`src/rtl/div_seq_pkg.sv`:
```
// Shared types for the sequential restoring divider: FSM state encoding and
// the helper that sizes the step counter.
package div_seq_pkg;

  typedef enum logic [1:0] {
    ST_IDLE = 2'd0,
    ST_RUN  = 2'd1,
    ST_DONE = 2'd2
  } div_state_e;

  function automatic int cnt_width(input int len);
    return (len <= 2) ? 1 : $clog2(len);
  endfunction

endpackage

```
`src/rtl/div_seq_step.sv`:
```
// One combinational restoring-division step: shift in the next dividend bit,
// trial-subtract the divisor and keep the difference only when it is non-negative.
module div_seq_step #(
  parameter int LEN = 16
) (
  input  logic [LEN:0]   rem,
  input  logic           msb,
  input  logic [LEN-1:0] divisor,
  output logic [LEN:0]   rem_next,
  output logic           qbit
);

  logic [LEN+1:0] shifted;
  logic [LEN+1:0] trial;

  // One spare bit above the LEN+1 remainder turns the borrow into a sign test.
  assign shifted  = {rem, msb};
  assign trial    = shifted - {2'b00, divisor};
  assign qbit     = ~trial[LEN+1];
  assign rem_next = qbit ? trial[LEN:0] : shifted[LEN:0];

endmodule

```
`src/rtl/div_seq.sv`:
```
// Sequential restoring divider, one quotient bit per clock, START/DONE handshake.
// Define DIV_SEQ_SIGNED_EN for two's-complement operands (magnitude divide + sign fix-up).
//
// Handshake: start is sampled on the rising edge in IDLE or DONE and ignored in RUN;
// done rises LEN+1 edges after the accepting edge and stays high, with q/r stable,
// until the next accepted start (done falls on that same edge).
module div_seq
  import div_seq_pkg::*;
#(
  parameter int LEN = 16
) (
  input  logic           clk,
  input  logic           rst,
  input  logic           start,
  input  logic [LEN-1:0] a,
  input  logic [LEN-1:0] b,
  output logic [LEN-1:0] q,
  output logic [LEN-1:0] r,
  output logic           done,
  output div_state_e     state_dbg
);

  localparam int CW = cnt_width(LEN);

  div_state_e     state, next_state;
  logic [CW-1:0]  cnt;
  logic [LEN-1:0] dvd;
  logic [LEN-1:0] dvs;
  logic [LEN:0]   rem;
  logic           neg_q, neg_r;

  logic [LEN-1:0] a_mag, b_mag;
  logic           sa, sb;
  logic           load, step_en, finish;

  logic [LEN:0]   step_rem;
  logic           step_q;
  logic [LEN-1:0] q_raw, r_raw, q_fix, r_fix;

  always_comb begin
`ifdef DIV_SEQ_SIGNED_EN
    sa    = a[LEN-1];
    sb    = b[LEN-1];
    a_mag = sa ? -a : a;
    b_mag = sb ? -b : b;
`else
    sa    = 1'b0;
    sb    = 1'b0;
    a_mag = a;
    b_mag = b;
`endif
  end

  div_seq_step #(.LEN(LEN)) u_step (
    .rem      (rem),
    .msb      (dvd[LEN-1]),
    .divisor  (dvs),
    .rem_next (step_rem),
    .qbit     (step_q)
  );

  // A zero divisor yields an all-ones magnitude quotient; never negate it.
  assign q_raw = {dvd[LEN-2:0], step_q};
  assign r_raw = step_rem[LEN-1:0];
  assign q_fix = neg_q ? -q_raw : q_raw;
  assign r_fix = neg_r ? -r_raw : r_raw;

  always_comb begin
    next_state = state;
    load       = 1'b0;
    step_en    = 1'b0;
    finish     = 1'b0;
    case (state)
      ST_IDLE: begin
        if (start) begin
          next_state = ST_RUN;
          load       = 1'b1;
        end
      end
      ST_RUN: begin
        step_en = 1'b1;
        if (cnt == '0) begin
          next_state = ST_DONE;
          finish     = 1'b1;
        end
      end
      ST_DONE: begin
        if (start) begin
          next_state = ST_RUN;
          load       = 1'b1;
        end
      end
      default: next_state = ST_IDLE;
    endcase
  end

  always_ff @(posedge clk or posedge rst) begin
    if (rst) begin
      state <= ST_IDLE;
      cnt   <= '0;
      dvd   <= '0;
      dvs   <= '0;
      rem   <= '0;
      neg_q <= 1'b0;
      neg_r <= 1'b0;
      q     <= '0;
      r     <= '0;
      done  <= 1'b0;
    end else begin
      state <= next_state;
      done  <= (state == ST_DONE) && !start;
      if (load) begin
        dvd   <= a_mag;
        dvs   <= b_mag;
        rem   <= '0;
        cnt   <= CW'(LEN - 1);
        neg_q <= (sa ^ sb) && (b != '0);
        neg_r <= sa;
      end else if (step_en) begin
        rem <= step_rem;
        dvd <= q_raw;
        cnt <= cnt - CW'(1);
        if (finish) begin
          q <= q_fix;
          r <= r_fix;
        end
      end
    end
  end

  assign state_dbg = state;

endmodule
```
`config.mk`:
```
export PLATFORM = sky130hd
export DESIGN_NAME = div_seq
export DESIGN_NICKNAME = d
export VERILOG_FILES = /design/src/rtl/div_seq_pkg.sv /design/src/rtl/div_seq_step.sv /design/src/rtl/div_seq.sv
export SDC_FILE = /design/constraint.sdc
export NUM_CORES = 1
export LEC_CHECK = 0
export ABC_AREA = 1
export CAP_MARGIN = 20
export CELL_PAD_IN_SITES_DETAIL_PLACEMENT = 0
export CELL_PAD_IN_SITES_GLOBAL_PLACEMENT = 2
export CORE_AREA = 5 5 113 142
export DETAILED_ROUTE_END_ITERATION = 12
export DIE_AREA = 0 0 118 147
export PLACE_DENSITY_LB_ADDON = 0.25
export SLEW_MARGIN = 20
export SYNTH_ARGS = -nofsm -noshare
export SYNTH_HDL_FRONTEND = slang
export SYNTH_SLANG_ARGS = --single-unit
export TNS_END_PERCENT = 100
```
`constraint.sdc`:
```
create_clock -name clk -period 5.1 [get_ports clk]
set_input_delay 1.02 -clock clk [delete_from_list [all_inputs] [get_ports clk]]
set_output_delay 1.02 -clock clk [all_outputs]
set_load 0.01 [all_outputs]
```
==> impl_metrics.toml <==
[yosys]
yosys_register_bits = 88
yosys.area.top_type = "dfrtp_1"
ys_seq_area_share_pct = 45.63
synthesis.area_mm2 = 0.004826
synth.area.top_cells = "dfrtp_1 (46%), nand2_1 (19%), nand3_1 (7.1%)"
synth_top_area_share_pct = 45.63
syn-num-nets = 693
syn_inst = 640
ys.warnings.count = 0
yosysUniqueCellTypes = 35
avgSynthCellArea_um2 = 7.540

[global_route]
antenna_found_initial = 0
grt_pass1_vias = 4163
grt_max_degree = 48
grt_overflow = 0
grt_pass1_wl_mm = 21.53
grtUsageTotal_pct = 15.23

[floorplan]
die_w_um = 118
fp.dieArea_mm2 = 0.01735
start_util_pct = 32.97
num_io_pins = 70
rows = 50
dieHeight_um = 147
core_mm2 = 0.01464

[timing]
setup_viol = 0
hold_slack_ps = 474.0
fmax_mhz = 324.6
hold_viol = 0
tightestPinTransition_ps = 813.7
min_period_over_period_pct = 60.40
rsz0062_at_grt = "false"
relSlewSlack_pct = 45.69
tns_ps = 0
period_minus_slack_ps = 3080
slew_violations = 0
clock_skew_ps = 9.411

[worst_setup_path]
path_common_cell = "inv_1"
crit_type = "input pin to flop"
worst-r2r-setup-slack_ps = 2580
critPathCapture = "dvd[7]"
r2r_cells = 8
worst-path-stages = 10
worstReg2RegStart = "state_dbg[0]"
slowest_delay_ps = 460
critPathMaxFanout = 47
timing.rr.end = "q[2]"
startpoint = "start"
endpoint_kind = "flop"
cp.required_ps = 5320
arrival_ps = 3300
worstPathCellList = "clkdlybuf4s50_1, inv_1, nor2_4, buf_4, inv_1, nand2_1, inv_1, buf_8, nand2_1, o211ai_1"
crit_slowest_cell = "clkdlybuf4s50_1"
worst_setup_path_start_kind = "input pin"
path_buf_inv = 6
critPathTopFamily = "buffers and inverters"

[routing]
viasPerCell = 4.708
first_pass_iters = 4
avgRoutedWirePerCell_um = 14.58
drt_iter0_drc = 263
wl_mm = 12.99
via_count = 4195
ant_nets = 0
drc_errors = 0

[clocking]
cts_max_level = 3
cts_tree = "built"
cts_root_buf = "clkbuf_16"
ctsHoldBuffers = 0
clock_path_buffers = 2
cts_sinks = 88
cts.clk_slew.worst_paths_ps = 70
post-cts-setup-buffers = 0
cts_resized = 0
cts_buffers = 9
clk_latency_ps = 340

[layout]
drive_above_1_share_pct = 6.206
multiInputGateArea_mm2 = 0.002225
antennaDiodeCount = 0
final_nets = 757
area_growth_pct = 24.29
ff_latch_area_mm2 = 0.002202
fillers = 1574

[worst_hold_path]
worstHoldPathType = "flop to flop"
hold_depth = 2

[power_and_ir_drop]
seq_power_share_pct = 26.4
p_sw_uw = 2279
total_power_uw = 4815
swShare_pct = 47.34
pwr-share-comb_pct = 59.3
leakagePower_uw = 0.003068
pwr-share-clk_pct = 14.2
p_int_uw = 2536
p_per_area_mw_per_mm2 = 802.7
ir_drop_uv = 342.4

[flow_run]
maxCapViolations = 0

[placed_design]
io_buffers = 69
hpwl_mm = 9.407
place_congestion = 0.7905

[status]
outcome = "finished clean"
-- final cells by class --
class	count	share of cell area (%)
Clock buffer	10	3.817
Clock inverter	6	1.231
Inverter	81	5.090
Multi-Input combinational cell	450	37.09
Sequential cell	88	36.71
Tap cell	182	3.796
Timing Repair Buffer	74	12.27
-- routing by layer --
layer | track usage (%) | vias to the layer above | share of wire (%)
met3 | 3.119 | 5 | 3.9
met4 | 3.442 | 0 | 0.77
met1 | 19.23 | 1963 | 45
met5 | 0 | - | 0
met2 | 26.81 | 85 | 51
li1 | - | 2142 | -
-- cells by family after synthesis --
| family | after synthesis | share of synthesized area (%) |
|---|---|---|
| flops | 88 | 45.63 |
| buf+inv | 102 | 8.478 |
| simple gates | 363 | 32.30 |
| xor+xnor | 9 | 1.633 |
| compound gates | 60 | 7.130 |
| fa+ha+maj | 18 | 4.822 |
-- metrics by stage --
stage / worst slack (ps) / cells / instance area, um2 / utilization (%)
after floorplan: 1801 / 640 / 4826 / -
after global placement: 1590 / 874 / 5680 / 38.80
after detailed placement: 1550 / 874 / 5680 / 38.80
after CTS: 1896 / 890 / 5983 / 40.87
after global routing: 1745 / 891 / 5998 / 40.97
final: 2020 / 891 / 5998 / 40.97
-- worst min-delay path by stage --
stage / startpoint / to / slack (ps)
after floorplan: dvs[0] / dvs[0] / 450
after global placement: q[11] / q[11] / 450
after detailed placement: q[11] / q[11] / 460
after CTS: q[11] / q[11] / 480
after global routing: q[8] / q[8] / 490
final: q[14] / q[14] / 470
-- layout by cell type, fill, tap and decap left out, drive strengths merged --
| cell | count |
|---|---|
| nand3b | 4 |
| dfrtp | 88 |
| o211ai | 13 |
| ha | 17 |
| buf | 5 |
| and2 | 3 |
| bufinv | 1 |
| inv | 83 |
| clkdlybuf4s50 | 69 |
| or2 | 1 |
| fa | 1 |
| xor2 | 4 |
| nor2 | 19 |
| nand3 | 70 |
| a31oi | 1 |
| and3 | 2 |
| nand2 | 261 |
| a21oi | 15 |
| xnor2 | 5 |
| o21ai | 28 |
| nand4 | 1 |
| o21bai | 1 |
| a22oi | 1 |
| o22ai | 1 |
| clkinv | 3 |
| nor3 | 2 |
| clkbuf | 10 |
-- sequential cells by signal, indices dropped and copies added, names as in the netlist --
register,flops
dvd,16
done,1
rem,17
cnt,4
r,16
state_dbg,2
dvs,16
q,16
-- worst min-delay path, cell delays in order (launching register included) --
cell,delay [ps]
dfrtp_1,350
nand2_1,50
nand2_1,50
-- power by group through the flow --
stage | logic [uW] | clock network (uW) | registers (uW)
2_1_floorplan | 2060 | 0 | 1270
3_3_place_gp | 2850 | 0 | 1280
3_5_place_dp | 2880 | 0 | 1280
4_1_cts | 2890 | 707 | 1270
5_1_grt | 3280 | 737 | 1310
6_report | 2860 | 686 | 1270
-- synth_stat cells --
cell / n
xor2_1: 4
nor2_2: 1
nor3_2: 1
o22ai_1: 1
o21bai_1: 1
nand3b_1: 4
a31oi_1: 1
clkbuf_1: 14
and3_1: 2
and2_1: 2
dfrtp_1: 88
buf_12: 1
nand3_4: 1
nor3_1: 1
nor2_1: 18
buf_4: 1
nand2_2: 10
a21oi_1: 14
nand3_2: 1
nand4_1: 1
buf_2: 5
or2_2: 1
fa_1: 1
o211ai_1: 13
nand2_4: 3
a21oi_2: 1
o21ai_0: 28
xnor2_1: 5
inv_1: 80
ha_1: 17
and2_2: 1
nand3_1: 68
nand2_1: 248
inv_2: 1
a22oi_1: 1
(Power assumes the default switching activity.)
